$ cat src/rtl/alu_div_seq.sv
`default_nettype none
// ============================================================================
//  Module   : alu_div_seq
//  Brief    : Sequential signed divider / modulo unit. Runs one restoring
//             shift-subtract step per cycle on operand magnitudes, then
//             applies C-style signs (quotient truncates toward zero,
//             remainder takes the dividend's sign). Divide-by-zero
//             completes immediately with a flag.
//  Revision : 1.0 - initial release
// ============================================================================
module alu_div_seq #(
  parameter int WIDTH = 32,
  parameter int CNT_W = 5
) (
  input  logic             clk,
  input  logic             rstn,
  input  logic             start,
  input  logic             op_mod,
  input  logic [WIDTH-1:0] opa,
  input  logic [WIDTH-1:0] opb,
  input  logic             flush,
  output logic             busy,
  output logic             done,
  output logic [WIDTH-1:0] result,
  output logic             dbz
);

  typedef enum logic [1:0] {
    S_IDLE = 2'd0,
    S_CALC = 2'd1,
    S_DONE = 2'd2
  } state_t;

  localparam logic [CNT_W-1:0] C_LAST_CNT = CNT_W'(WIDTH - 1);

  state_t             state_q, state_d;
  logic [CNT_W-1:0]   cnt_q, cnt_d;
  logic [WIDTH-1:0]   quo_q, quo_d;     // dividend magnitude, shifted into quotient
  logic [WIDTH-1:0]   rem_q, rem_d;     // partial remainder
  logic [WIDTH-1:0]   dvs_q, dvs_d;     // divisor magnitude
  logic               neg_a_q, neg_a_d;
  logic               neg_b_q, neg_b_d;
  logic               mod_q, mod_d;
  logic               busy_q, busy_d;
  logic               done_q, done_d;
  logic [WIDTH-1:0]   result_q, result_d;
  logic               dbz_q, dbz_d;

  // datapath for one restoring step and operand magnitudes
  logic [WIDTH:0]     w_shifted;
  logic [WIDTH:0]     w_diff;
  logic               w_fits;
  logic [WIDTH-1:0]   w_quo_step;
  logic [WIDTH-1:0]   w_rem_step;
  logic [WIDTH-1:0]   w_mag_a;
  logic [WIDTH-1:0]   w_mag_b;

  // Next-state, datapath step and registered-output computation.
  always_comb begin
    state_d  = state_q;
    cnt_d    = cnt_q;
    quo_d    = quo_q;
    rem_d    = rem_q;
    dvs_d    = dvs_q;
    neg_a_d  = neg_a_q;
    neg_b_d  = neg_b_q;
    mod_d    = mod_q;
    done_d   = 1'b0;
    result_d = result_q;
    dbz_d    = dbz_q;

    // Bring the next dividend bit into the remainder and try to subtract.
    w_shifted  = {rem_q, quo_q[WIDTH-1]};
    w_diff     = w_shifted - {1'b0, dvs_q};
    w_fits     = ~w_diff[WIDTH];
    w_quo_step = {quo_q[WIDTH-2:0], w_fits};
    w_rem_step = w_fits ? w_diff[WIDTH-1:0] : w_shifted[WIDTH-1:0];

    // Most-negative operand maps to 2^(WIDTH-1), which still fits unsigned.
    w_mag_a = opa[WIDTH-1] ? (~opa + 1'b1) : opa;
    w_mag_b = opb[WIDTH-1] ? (~opb + 1'b1) : opb;

    case (state_q)
      S_IDLE: begin
        if (start && !flush) begin
          if (opb == '0) begin
            state_d  = S_DONE;
            done_d   = 1'b1;
            dbz_d    = 1'b1;
            result_d = op_mod ? opa : '1;
          end else begin
            state_d = S_CALC;
            quo_d   = w_mag_a;
            dvs_d   = w_mag_b;
            rem_d   = '0;
            neg_a_d = opa[WIDTH-1];
            neg_b_d = opb[WIDTH-1];
            mod_d   = op_mod;
            cnt_d   = '0;
          end
        end
      end
      S_CALC: begin
        if (flush) begin
          state_d = S_IDLE;
        end else begin
          quo_d = w_quo_step;
          rem_d = w_rem_step;
          cnt_d = cnt_q + 1'b1;
          if (cnt_q == C_LAST_CNT) begin
            // Final step: apply signs to the freshly computed magnitudes.
            state_d = S_DONE;
            done_d  = 1'b1;
            dbz_d   = 1'b0;
            if (mod_q) begin
              result_d = neg_a_q ? (~w_rem_step + 1'b1) : w_rem_step;
            end else begin
              result_d = (neg_a_q ^ neg_b_q) ? (~w_quo_step + 1'b1) : w_quo_step;
            end
          end
        end
      end
      S_DONE: begin
        state_d = S_IDLE;
      end
      default: begin
        state_d = S_IDLE;
      end
    endcase

    busy_d = (state_d != S_IDLE);
  end

  // State and output registers, cleared asynchronously by reset.
  always_ff @(posedge clk or negedge rstn) begin
    if (!rstn) begin
      state_q  <= S_IDLE;
      cnt_q    <= '0;
      quo_q    <= '0;
      rem_q    <= '0;
      dvs_q    <= '0;
      neg_a_q  <= 1'b0;
      neg_b_q  <= 1'b0;
      mod_q    <= 1'b0;
      busy_q   <= 1'b0;
      done_q   <= 1'b0;
      result_q <= '0;
      dbz_q    <= 1'b0;
    end else begin
      state_q  <= state_d;
      cnt_q    <= cnt_d;
      quo_q    <= quo_d;
      rem_q    <= rem_d;
      dvs_q    <= dvs_d;
      neg_a_q  <= neg_a_d;
      neg_b_q  <= neg_b_d;
      mod_q    <= mod_d;
      busy_q   <= busy_d;
      done_q   <= done_d;
      result_q <= result_d;
      dbz_q    <= dbz_d;
    end
  end

  assign busy   = busy_q;
  assign done   = done_q;
  assign result = result_q;
  assign dbz    = dbz_q;

endmodule
`default_nettype wire

$ cat config.mk
export PLATFORM = sky130hd
export DESIGN_NAME = alu_div_seq
export DESIGN_NICKNAME = d
export VERILOG_FILES = /design/src/rtl/alu_div_seq.sv
export SDC_FILE = /design/constraint.sdc
export NUM_CORES = 1
export LEC_CHECK = 0
export ABC_AREA = 1
export ABC_CLOCK_PERIOD_IN_PS = 5000
export CORE_MARGIN = 8
export CORE_UTILIZATION = 45
export CTS_CLUSTER_DIAMETER = 100
export DETAILED_ROUTE_END_ITERATION = 10
export DONT_BUFFER_PORTS = 1
export PLACE_DENSITY_LB_ADDON = 0.05
export SETUP_SLACK_MARGIN = 0.4
export SLEW_MARGIN = 10
export SYNTH_ARGS = -nofsm -noshare
export SYNTH_HDL_FRONTEND = slang
export SYNTH_SLANG_ARGS = --single-unit
$ cat constraint.sdc
create_clock -name clk -period 5 [get_ports clk]
set_input_delay 1 -clock clk [delete_from_list [all_inputs] [get_ports clk]]
set_output_delay 1 -clock clk [all_outputs]
set_load 0.005 [all_outputs]
==> metrics, run 1 <==
register area share after synthesis 28.3%; maximum VDD drop 0.427 mV; Starting Density 45.2%; vias 12587; Layout area overhead 7.31%; worst path required time 5.39 ns; GPL Wtd Cong 0.951; Final setup viols 0; Total Neg Setup Slack 0 ns; syn nets 2085; arrival time at the worst endpoint 4.58 ns; top cells by area, synth dfrtp_1 (28%), nand2_1 (19%), inv_1 (7.2%), nor2_1 (6.0%), o21ai_0 (5.8%); Rows 61; Async SR Flop Fraction 100%; Wirelength per Cell 17.9 microns; ant diodes 0; Final #Nets 2053; Post-synth EDFFs 0; Avg Synthesized Cell Area 6.31 sq um; Relative slew margins 35.3%; FF+latch count, synth 141; CP Capture Type flip-flop; leakage 6.83 nW; global-route wire length before repair 66.1 mm; root buf cell clkbuf_16; worst hold slack 0.258 ns; Reg clk slew, reported paths 0.08 ns; remaining antenna violation count 0; Sink Count 141; post-DP HPWL 32.5 mm; Worst Setup SP quo_q[31]$_DFFE_PN0P_; drt total wl 41.7 mm; post-synth top area cell dfrtp_1; post-layout min period 4.19 ns; crit-path max FO 47; Clock Tree Buf Depth 2; worst hold path class input pin to asynchronous set/reset pin; most common cell in the synthesized netlist nand2_1; vias in the first global route 11856; GRT Overall Usage 25.3%; hold_buf cts 0; PortBufs 0; largest net degree at the start of global routing 142; prevailing post-synth register cell dfrtp_1; Max Cap Viol 0; Distinct cells, synth 54; Synth top cells by count nand2_1 (616), inv_1 (239), nor2_1 (198); Die Height 182 microns; Residual DRC 0; I/O pins 104; startpoint types flip-flop; Via density 5.39; Synth top area share 28.3%; Mapped Cells 1977; Final Slew Violations 0; kind of critical path flip-flop to flip-flop; core area 27600 sq um; FF-to-FF Start quo_q[31]$_DFFE_PN0P_; Pre-antenna DRT Iters 6; status complete, no violations; Clock Latency Late Sink 0.45 ns; Die Span X 182 microns; RSZ-0062 raised after global routing false; H-tree levels 4; Yosys Warn Count 0; Slew @ Worst Pin 0.970 ns; share of cells above drive strength 1 6.33%; Fmax 239 MHz; crit share post-route 83.7%; initial drt markers 1088; Die ar. 33300 sq um; Final Hold Viols 0; CTS tree yes; skew final 0.0120 ns; grt total ovfl 0; total CTS buffers 17; ratio of total power to cell area 769 nW/um^2; Mapped Area 12500 sq um; initial antenna violation count 0
==> metal layers <==
| metal | global-route usage (%) | vias up | wire (microns) |
|---|---|---|---|
| met3 | 4.55 | 37 | 2590 |
| li1 | - | 6335 | - |
| met5 | 0 | - | 0 |
| met4 | 6.10 | 0 | 652 |
| met1 | 34.9 | 5837 | 19300 |
| met2 | 40.5 | 378 | 19100 |
==> critical path: stages, from the launching register on <==
cell	delay, ns
dfrtp_1	0.33
inv_1	0.07
ha_1	0.23
fa_1	0.41
inv_1	0.11
nand2_1	0.05
nand2_1	0.07
nand3_1	0.06
nand2_1	0.13
nand2_1	0.09
nand2_2	0.11
nand2_4	0.09
nand2_4	0.08
nand2_4	0.09
nand2_4	0.09
buf_4	0.49
nand2_2	0.13
nand2_4	0.15
ha_1	0.19
nand3_1	0.13
inv_1	0.15
nand2_2	0.09
o21ai_4	0.25
nor2_1	0.07
o21ai_0	0.30
nand2_1	0.09
nand2_1	0.06
==> logic make-up after synthesis <==
logic type                 share of synthesized area [%]
and+or+nand+nor                                     36.9
buffers and inverters                               10.2
DFF                                                 28.3
adders and majority gates                           3.97
AOI/OAI and AO/OA                                   15.2
xor gates and xnor gates                            5.41
==> cells in the final DEF, fill, tap and decap left out, types with 3 or more instances in the layout <==
master	Yosys	final
nand2_1	616	616
inv_1	239	238
nor2_1	198	195
o21ai_0	144	144
dfrtp_1	141	141
nand3_1	122	122
a21oi_1	65	64
xor2_1	49	49
nor3_1	40	40
ha_1	38	38
xnor2_1	28	28
o22ai_1	28	28
nand2_2	24	24
buf_4	4	20
nand4_1	19	19
o21ai_1	18	18
o221ai_1	18	18
clkbuf_16	0	17
a31oi_1	12	12
nor4_1	12	11
a22oi_1	11	11
nor2_2	7	10
nand2_4	10	10
nand3b_1	10	10
o211ai_1	7	7
inv_8	0	7
or2_2	5	5
inv_2	4	5
inv_6	0	5
o31ai_1	4	4
o311ai_0	4	4
clkinv_1	3	3
o21ai_2	3	3
o21bai_1	3	3
==> sequential cells by signal (all words and copies together) (netlist names), 2 cells and up <==
| name | count |
|---|---|
| dvs_q | 32 |
| quo_q | 32 |
| rem_q | 32 |
| result | 32 |
| cnt_q | 5 |
| state_q | 2 |
==> cell type report <==
| cell class | instances | area [sq um] |
|---|---|---|
| Multi-Input combinational cell | 1518 | 7690 |
| Fill cell | 2917 | 14200 |
| Clock inverter | 15 | 166 |
| Clock buffer | 17 | 425 |
| Inverter | 246 | 923 |
| Tap cell | 378 | 473 |
| Timing Repair Buffer | 21 | 170 |
| Sequential cell | 141 | 3530 |
==> power by group <==
group          switching (mW)  internal (mW)  total, mW
registers               0.282           1.42       1.70
clock network           0.622          0.716       1.34
logic                    5.07           2.18       7.25
total                    5.97           4.31       10.3
==> repair_timing <==
item	in CTS	in global routing
resized for setup	0	3
endpoints found under the setup margin	0	8
endpoints found under the hold margin	0	0
setup buffers	0	0
==> per-stage QoR <==
stage          total power [mW]  area (sq um)  utilization (%)  std cells  setup slack [ns]
2_1_floorplan              7.21         12500                -       1977             0.979
3_3_place_gp               8.87         12800             46.3       2304             0.721
3_5_place_dp               8.87         12800             46.3       2304             0.674
4_1_cts                    10.2         13400             48.5       2336             0.642
5_1_grt                    11.3         13400             48.5       2336             0.432
6_report                   10.3         13400             48.5       2336             0.813
==> worst paths after layout <==
check                                         end  slack, ns  cells after the start
max                        result[10]$_DFFE_PN0P_       0.81                     26
min reg2reg                 dvs_q[17]$_DFFE_PN0P_       0.49                      2
max in group asynchronous    quo_q[3]$_DFFE_PN0P_       4.32                      0
max reg2reg                result[10]$_DFFE_PN0P_       0.81                     26
min in group clk            dvs_q[17]$_DFFE_PN0P_       0.49                      2
min                         rem_q[24]$_DFFE_PN0P_       0.26                      0
No activity file was read; power rests on OpenSTA's default activity.
==> run 2, diff against run 1 <==
--- a/config.mk
+++ b/config.mk
@@ -6,7 +6,7 @@
 export NUM_CORES = 1
 export LEC_CHECK = 0
 export ABC_AREA = 1
-export ABC_CLOCK_PERIOD_IN_PS = 5000
+export ABC_CLOCK_PERIOD_IN_PS = 3900
 export CORE_MARGIN = 8
 export CORE_UTILIZATION = 45
 export CTS_CLUSTER_DIAMETER = 100
==> constraint.sdc (replaced) <==
create_clock -name clk -period 3.9 [get_ports clk]
set_input_delay 0.78 -clock clk [delete_from_list [all_inputs] [get_ports clk]]
set_output_delay 0.78 -clock clk [all_outputs]
set_load 0.005 [all_outputs]
==> run 2 against run 1 <==
Net effect:
- sequential share of layout area fell by 2.4 points
- cell count rose by 3.0%
- die area is the same
==> metrics, run 2 (synthesis gave the netlist of run 1 again) <==
worst hold path class input pin to asynchronous set/reset pin; Final setup viols 0 (unchanged); Filler cells 2791 (-4.3%); commonest non-fill, non-tap cell in the layout nand2_1; share of power burned in registers 13.9% (-2.6 points); pre-CTS WS 0.256 ns (-0.418 ns); GPL Wtd Cong 0.900 (-5.3%); crit share post-route 89.9% (+6.1 points); vias 13083 (+3.9%); CTS tree yes; drt total wl 43.7 mm (+4.7%); leakage 7.28 nW (+6.6%); Layout area overhead 18.3%; Gate power share 75.2% (+4.7 points); arrival time at the worst endpoint 3.84 ns (-0.74 ns); Pre-antenna DRT Iters 6 (unchanged); Die Height 182 microns (unchanged); NetSw 8.78 mW (+47%); Final Slew Violations 0 (unchanged); placed cells 2319 (+0.65%); post-DP HPWL 32.8 mm (+1.1%); vias in the first global route 12271 (+3.5%); CP Capture Type flip-flop; maximum VDD drop 0.631 mV (+48%); crit-path max FO 15 (-68%); Relative slew margins 34.5% (-0.82 points); hold_buf cts 0 (unchanged); Sw Ratio 54.7% (-3.4 points); Die ar. 33300 sq um (unchanged); total CTS buffers 17 (unchanged); Max Cap Viol 0 (unchanged); status complete, no violations; kind of critical path flip-flop to flip-flop; largest net degree at the start of global routing 142 (unchanged); Die Span X 182 microns (unchanged); Rows 61 (unchanged); worst hold slack 0.0320 ns (-0.226 ns); Sink Count 141 (unchanged); share of cells above drive strength 1 15.2% (+8.9 points); post-layout min period 3.51 ns (-0.682 ns); Via density 5.44 (+0.96%); Total Neg Setup Slack 0 ns (unchanged); grt total ovfl 0 (unchanged); ant diodes 0 (unchanged); remaining antenna violation count 0 (unchanged); initial drt markers 1263 (+16%); ratio of total power to cell area 1090 nW/um^2 (+42%); Final Hold Viols 0 (unchanged); Pint 7.28 mW (+69%); global-route wire length before repair 67.5 mm (+2.1%); core area 27600 sq um (unchanged); Starting Density 45.2% (unchanged); GRT Overall Usage 25.7% (+0.44 points); skew final 0.0177 ns (+0.00564 ns); initial antenna violation count 4 (+4); Fmax 285 MHz (+19%); Clock Latency Late Sink 0.45 ns (about the same); Reg clk slew, reported paths 0.07 ns (about the same); fin util 53.5% (+5.0 points); worst path required time 4.24 ns (-1.15 ns); clock power share 10.9% (-2.1 points); Slew @ Worst Pin 0.982 ns (+0.0122 ns); H-tree levels 4 (unchanged); startpoint types flip-flop; RSZ-0062 raised after global routing true; I/O pins 104 (unchanged); Clock Tree Buf Depth 2 (unchanged); most frequent cells in the layout nand2_1 (576), inv_1 (224), nor2_1 (179); Wirelength per Cell 18.2 microns (+1.7%); root buf cell clkbuf_16; slack of the critical path 0.395 ns (-0.418 ns); Residual DRC 0 (unchanged); fin cells 2405 (+3.0%); PortBufs 0 (unchanged); Final #Nets 2122 (+3.4%)
==> run 2: cell count changes in the layout (fill, tap and decap cells not counted), moves of 16 or more <==
| cell | change |
|---|---|
| nor2_1 | -16 |
| ha_4 | +22 |
| nand2_2 | +30 |
| ha_1 | -23 |
| nand2_1 | -40 |
| buf_4 | +57 |
==> run 2: worst max-delay path: stages (launching register included) <==
cell	delay, ns
dfrtp_1	0.37
inv_2	0.16
ha_4	0.24
a21o_1	0.18
nor2_1	0.13
nand2_1	0.12
a21oi_4	0.21
buf_6	0.14
nand2_4	0.05
buf_4	0.16
nand2_8	0.09
nand2_4	0.09
buf_12	0.14
clkbuf_16	0.16
nand2_1	0.07
nand2_1	0.08
inv_2	0.12
nand2_2	0.08
nor2_1	0.15
nand2_1	0.07
nand2_1	0.11
nand4_1	0.13
nand3_1	0.13
nand2_1	0.08
nand2_1	0.06
nand2_1	0.05
==> run 2: repair_timing <==
action,CTS,global route
gates cloned,1,4
setup endpoints to repair,22,31
pin swaps,19,35
setup buffers,17,32
gates resized for setup,28,128
==> run 2: final timing paths <==
check	startpoint	to	slack (ns)	cells after the start
worst max-delay path	dvs_q[31]$_DFFE_PN0P_	result[26]$_DFFE_PN0P_	0.39	25
worst min-delay path	rstn	dvs_q[22]$_DFFE_PN0P_	0.03	0
worst max register to register	dvs_q[31]$_DFFE_PN0P_	result[26]$_DFFE_PN0P_	0.39	25
worst min register to register	dvs_q[11]$_DFFE_PN0P_	dvs_q[11]$_DFFE_PN0P_	0.49	2
max in group asynchronous	rstn	rem_q[28]$_DFFE_PN0P_	3.39	0
min in group clk	flush	state_q[0]$_DFF_PN0_	0.44	1
==> run 2: final cells by class <==
type	count	area [sq um]	share of cell area (%)
Multi-Input combinational cell	1520	8410	57.0
Sequential cell	141	3530	23.9
Inverter	246	926	6.28
Timing Repair Buffer	88	803	5.45
Tap cell	378	473	3.21
Clock buffer	18	439	2.98
Clock inverter	14	170	1.15
==> run 2: metal layers <==
layer,vias to the layer above,share of wire (%),wire length (microns),track usage [%]
li1,6499,-,-,-
met5,-,0,0,0
met2,403,46,20100,40.6
met1,6117,45,19800,35.2
met4,0,2.5,1110,8.95
met3,64,6.1,2680,4.14
==> run 2: power by group through the flow <==
stage	combinational, mW	sequential (mW)	clock (mW)
floorplan	7.28	2.05	0
global placement	9.44	2.19	0
detailed placement	9.42	2.19	0
CTS	10.1	2.19	1.77
global route	13.3	2.27	1.83
finish	12.1	2.24	1.74
==> run 2: per-stage QoR <==
| step | power (mW) | instance area, sq um |
|---|---|---|
| floorplan | 9.33 | 12500 |
| global placement | 11.6 | 13000 |
| detailed placement | 11.6 | 13000 |
| CTS | 14.0 | 13900 |
| global route | 17.4 | 14700 |
| finish | 16.1 | 14700 |
==> run 3, diff against run 2 <==
--- a/config.mk
+++ b/config.mk
@@ -5,7 +5,6 @@
 export SDC_FILE = /design/constraint.sdc
 export NUM_CORES = 1
 export LEC_CHECK = 0
-export ABC_AREA = 1
 export ABC_CLOCK_PERIOD_IN_PS = 3900
 export CORE_MARGIN = 8
 export CORE_UTILIZATION = 45
==> run 3 against run 2 <==
Net effect:
- the run now ends with negative setup slack left
- worst setup slack got worse by 0.90 ns
- cell count shrank 15%
- global-route usage decreased by 0.38 points
- maximum frequency is 20% lower
- critical path type unchanged
- largest cell class unchanged
==> metrics, run 3 <==
status finished, violations left; kind of critical path flip-flop to flip-flop; arrival time at the worst endpoint 4.73 ns (+0.89 ns); cell area after layout 15500 sq um (+5.3%); register area share after synthesis 30.6% (+2.3 points); maximum VDD drop 0.246 mV (-61%); share of power burned in registers 28.6% (+15 points); share of cells above drive strength 1 28.7% (+13 points); Max Cap Viol 0 (unchanged); Mapped Area 11500 sq um (-7.4%); Mapped Cells 1451 (-27%); hold_buf cts 0 (unchanged); Yosys Warn Count 0 (unchanged); post-DP HPWL 30.1 mm (-8.3%); CP Capture Type flip-flop; Worst Setup SP dvs_q[0]$_DFFE_PN0P_; CTS tree yes; largest net degree at the start of global routing 142 (unchanged); worst path required time 4.22 ns (-0.02 ns); Die ar. 31000 sq um (-6.8%); core area 25200 sq um (-8.6%); PortBufs 0 (unchanged); worst hold slack 0.0316 ns (-0.000475 ns); Final Hold Viols 0 (unchanged); GPL Wtd Cong 0.918 (+2.0%); Slowest cell on crit path or4_4; Reg clk slew, reported paths 0.07 ns (about the same); Clock Latency Late Sink 0.44 ns (about the same); I/O pins 104 (unchanged); crit-path max FO 5 (-10); fin cells 2055 (-15%); remaining antenna violation count 0 (unchanged); Synth top area share 30.6% (+2.3 points); FF-to-FF setup slack -0.51 ns (-0.90 ns); Async SR Flop Fraction 100% (unchanged); Sw Ratio 37.8% (-17 points); H-tree levels 4 (unchanged); prevailing post-synth register cell dfrtp_1; worst hold path class input pin to asynchronous set/reset pin; Critical R2R Capture result[16]$_DFFE_PN0P_; commonest non-fill, non-tap cell in the layout buf_4; vias 12041 (-8.0%); grt total ovfl 0 (unchanged); drt total wl 40.0 mm (-8.4%); initial drt markers 1129 (-11%); global-route wire length before repair 63.1 mm (-6.5%); GRT Overall Usage 25.4% (-0.38 points); FF-to-FF Start dvs_q[0]$_DFFE_PN0P_; FF+latch count, synth 141 (unchanged); Slew @ Worst Pin 1.08 ns (+0.0980 ns); Residual DRC 0 (unchanged); worst reg2reg path depth 21 (-16%); Wirelength per Cell 19.5 microns (+7.2%); Avg Synthesized Cell Area 7.95 sq um (+26%); slack of the critical path -0.507 ns (-0.902 ns); RSZ-0062 raised after global routing true; Filler cells 2215 (-21%); most common cell in the synthesized netlist nand2_1; Layout area overhead 34.6%; critical path cell sequence ha_4, fa_2, nand2b_4, a21oi_4, o2111ai_4, a21oi_2, o21a_2, nor2_4, inv_4, nor2_2, a21oi_4, ha_4, inv_2, or4_1, mux2_4, or4_4, buf_4, nand2_1, xnor2_1, a222oi_1, a21o_1; Max stage delay on crit path 0.48 ns (+0.11 ns); Die Height 176 microns (-3.5%); WP buf/inv 3 (-3); ratio of total power to cell area 403 nW/um^2 (-63%); kind of cell adding the most delay to the critical path simple AND/OR/NAND/NOR gates; skew final 0.0148 ns (-0.00283 ns); placed cell area 14100 sq um (+8.6%); failing checks negative setup slack; Synth top cells by count nand2_1 (182), o21ai_0 (175), dfrtp_1 (141); Die Span X 176 microns (-3.5%); initial antenna violation count 0 (-4); leakage 7.08 nW (-2.7%); placed cells 1989 (-14%); most frequent cells in the layout buf_4 (306), nand2_1 (177), o21ai_0 (150); post-layout min period 4.41 ns (+0.902 ns); Rows 58 (-4.9%); startpoint types flip-flop; Gate power share 45.6% (-30 points); crit share post-route 113% (+23 points); Pint 3.90 mW (-46%); Distinct cells, synth 72 (+33%); vias in the first global route 11719 (-4.5%); Clock Tree Buf Depth 2 (unchanged); root buf cell clkbuf_16; Post-synth EDFFs 0 (unchanged); Fmax 227 MHz (-20%); Relative slew margins 27.7% (-6.7 points); syn nets 1559 (-25%); clock power share 25.9% (+15 points); Via density 5.86 (+7.7%); top cells by area, synth dfrtp_1 (31%), o21ai_0 (7.6%), xnor2_1 (6.6%), nand2_1 (5.9%), ha_1 (4.1%); ant diodes 0 (unchanged); total CTS buffers 17 (unchanged); NetSw 2.37 mW (-73%); Pre-antenna DRT Iters 7 (+1); post-synth top area cell dfrtp_1; Sink Count 141 (unchanged); Final Slew Violations 0 (unchanged); Starting Density 45.8% (+0.58 points); Final setup viols 20 (+20); Final #Nets 1820 (-14%)
[run 3: changes by cell type after synthesis, moves of 26 or more]
cell	previous run	this run
xnor2_1	28	87
o31ai_1	4	30
o21ai_0	144	175
mux2i_1	0	34
inv_1	239	72
a21oi_1	65	91
nand3_1	122	15
nor2_1	198	89
nand2_1	616	182
[run 3: area by class of cell]
class / count / area [sq um] / area share (%)
clock buffers: 18 / 439 / 2.83
clock inverters: 14 / 124 / 0.798
inverters: 72 / 273 / 1.76
multi-input cells: 1155 / 8160 / 52.6
flip-flops and latches: 141 / 3530 / 22.7
well taps: 330 / 413 / 2.66
repair buffers: 325 / 2590 / 16.7
[run 3: layer usage]
layer	vias up	share of wire (%)	track usage, %
met4	0	2.2	7.63
li1	5822	-	-
met2	348	50	44.0
met3	55	5.2	3.82
met1	5816	43	32.0
met5	-	0	0
[run 3: what timing repair did]
item | in CTS | in global routing
endpoints found under the setup margin | 40 | 38
setup buffers | 16 | 17
resized for setup | 91 | 46
cloned | 0 | 1
endpoints found under the hold margin | 0 | 0
pin swaps | 60 | 47
[run 3: metrics by stage]
step | TNS [ns] | worst slack, ns | utilization (%) | total power, mW
after floorplan | -8.38 | -1.08 | - | 3.31
after global placement | -7.89 | -0.688 | 55.9 | 4.28
after detailed placement | -10.17 | -0.850 | 55.9 | 4.30
after CTS | -7.89 | -0.637 | 60.2 | 6.17
after global routing | -10.05 | -0.692 | 61.7 | 6.64
final | -6.38 | -0.507 | 61.7 | 6.26
[run 3: worst max-delay path by stage]
stage,to,slack (ns),cells after the start
2_1_floorplan,result[24]$_DFFE_PN0P_,-1.08,25
3_3_place_gp,result[24]$_DFFE_PN0P_,-0.69,21
6_report,result[16]$_DFFE_PN0P_,-0.51,21
3_5_place_dp,result[24]$_DFFE_PN0P_,-0.85,18
5_1_grt,result[24]$_DFFE_PN0P_,-0.69,20
4_1_cts,result[24]$_DFFE_PN0P_,-0.64,20
[run 3: kinds of logic (layout without fill, tap and decap cells)]
kind of cell               Yosys count  in the layout  share of synthesized area (%)
adders and majority gates           39             39                           4.29
AOI/OAI and AO/OA                  488            488                           27.3
DFF                                141            141                           30.6
muxes                               38             38                           3.34
xor gates and xnor gates           134            134                           10.2
and+or+nand+nor                    456            456                           19.1
buffers and inverters              155            429                           5.15
[run 3: power groups by stage]
stage / clock, mW / sequential, mW / combinational (mW)
final: 1.62 / 1.79 / 2.86
after global routing: 1.71 / 1.81 / 3.11
after CTS: 1.65 / 1.79 / 2.73
after detailed placement: 0 / 1.81 / 2.49
after global placement: 0 / 1.81 / 2.47
after floorplan: 0 / 1.76 / 1.55
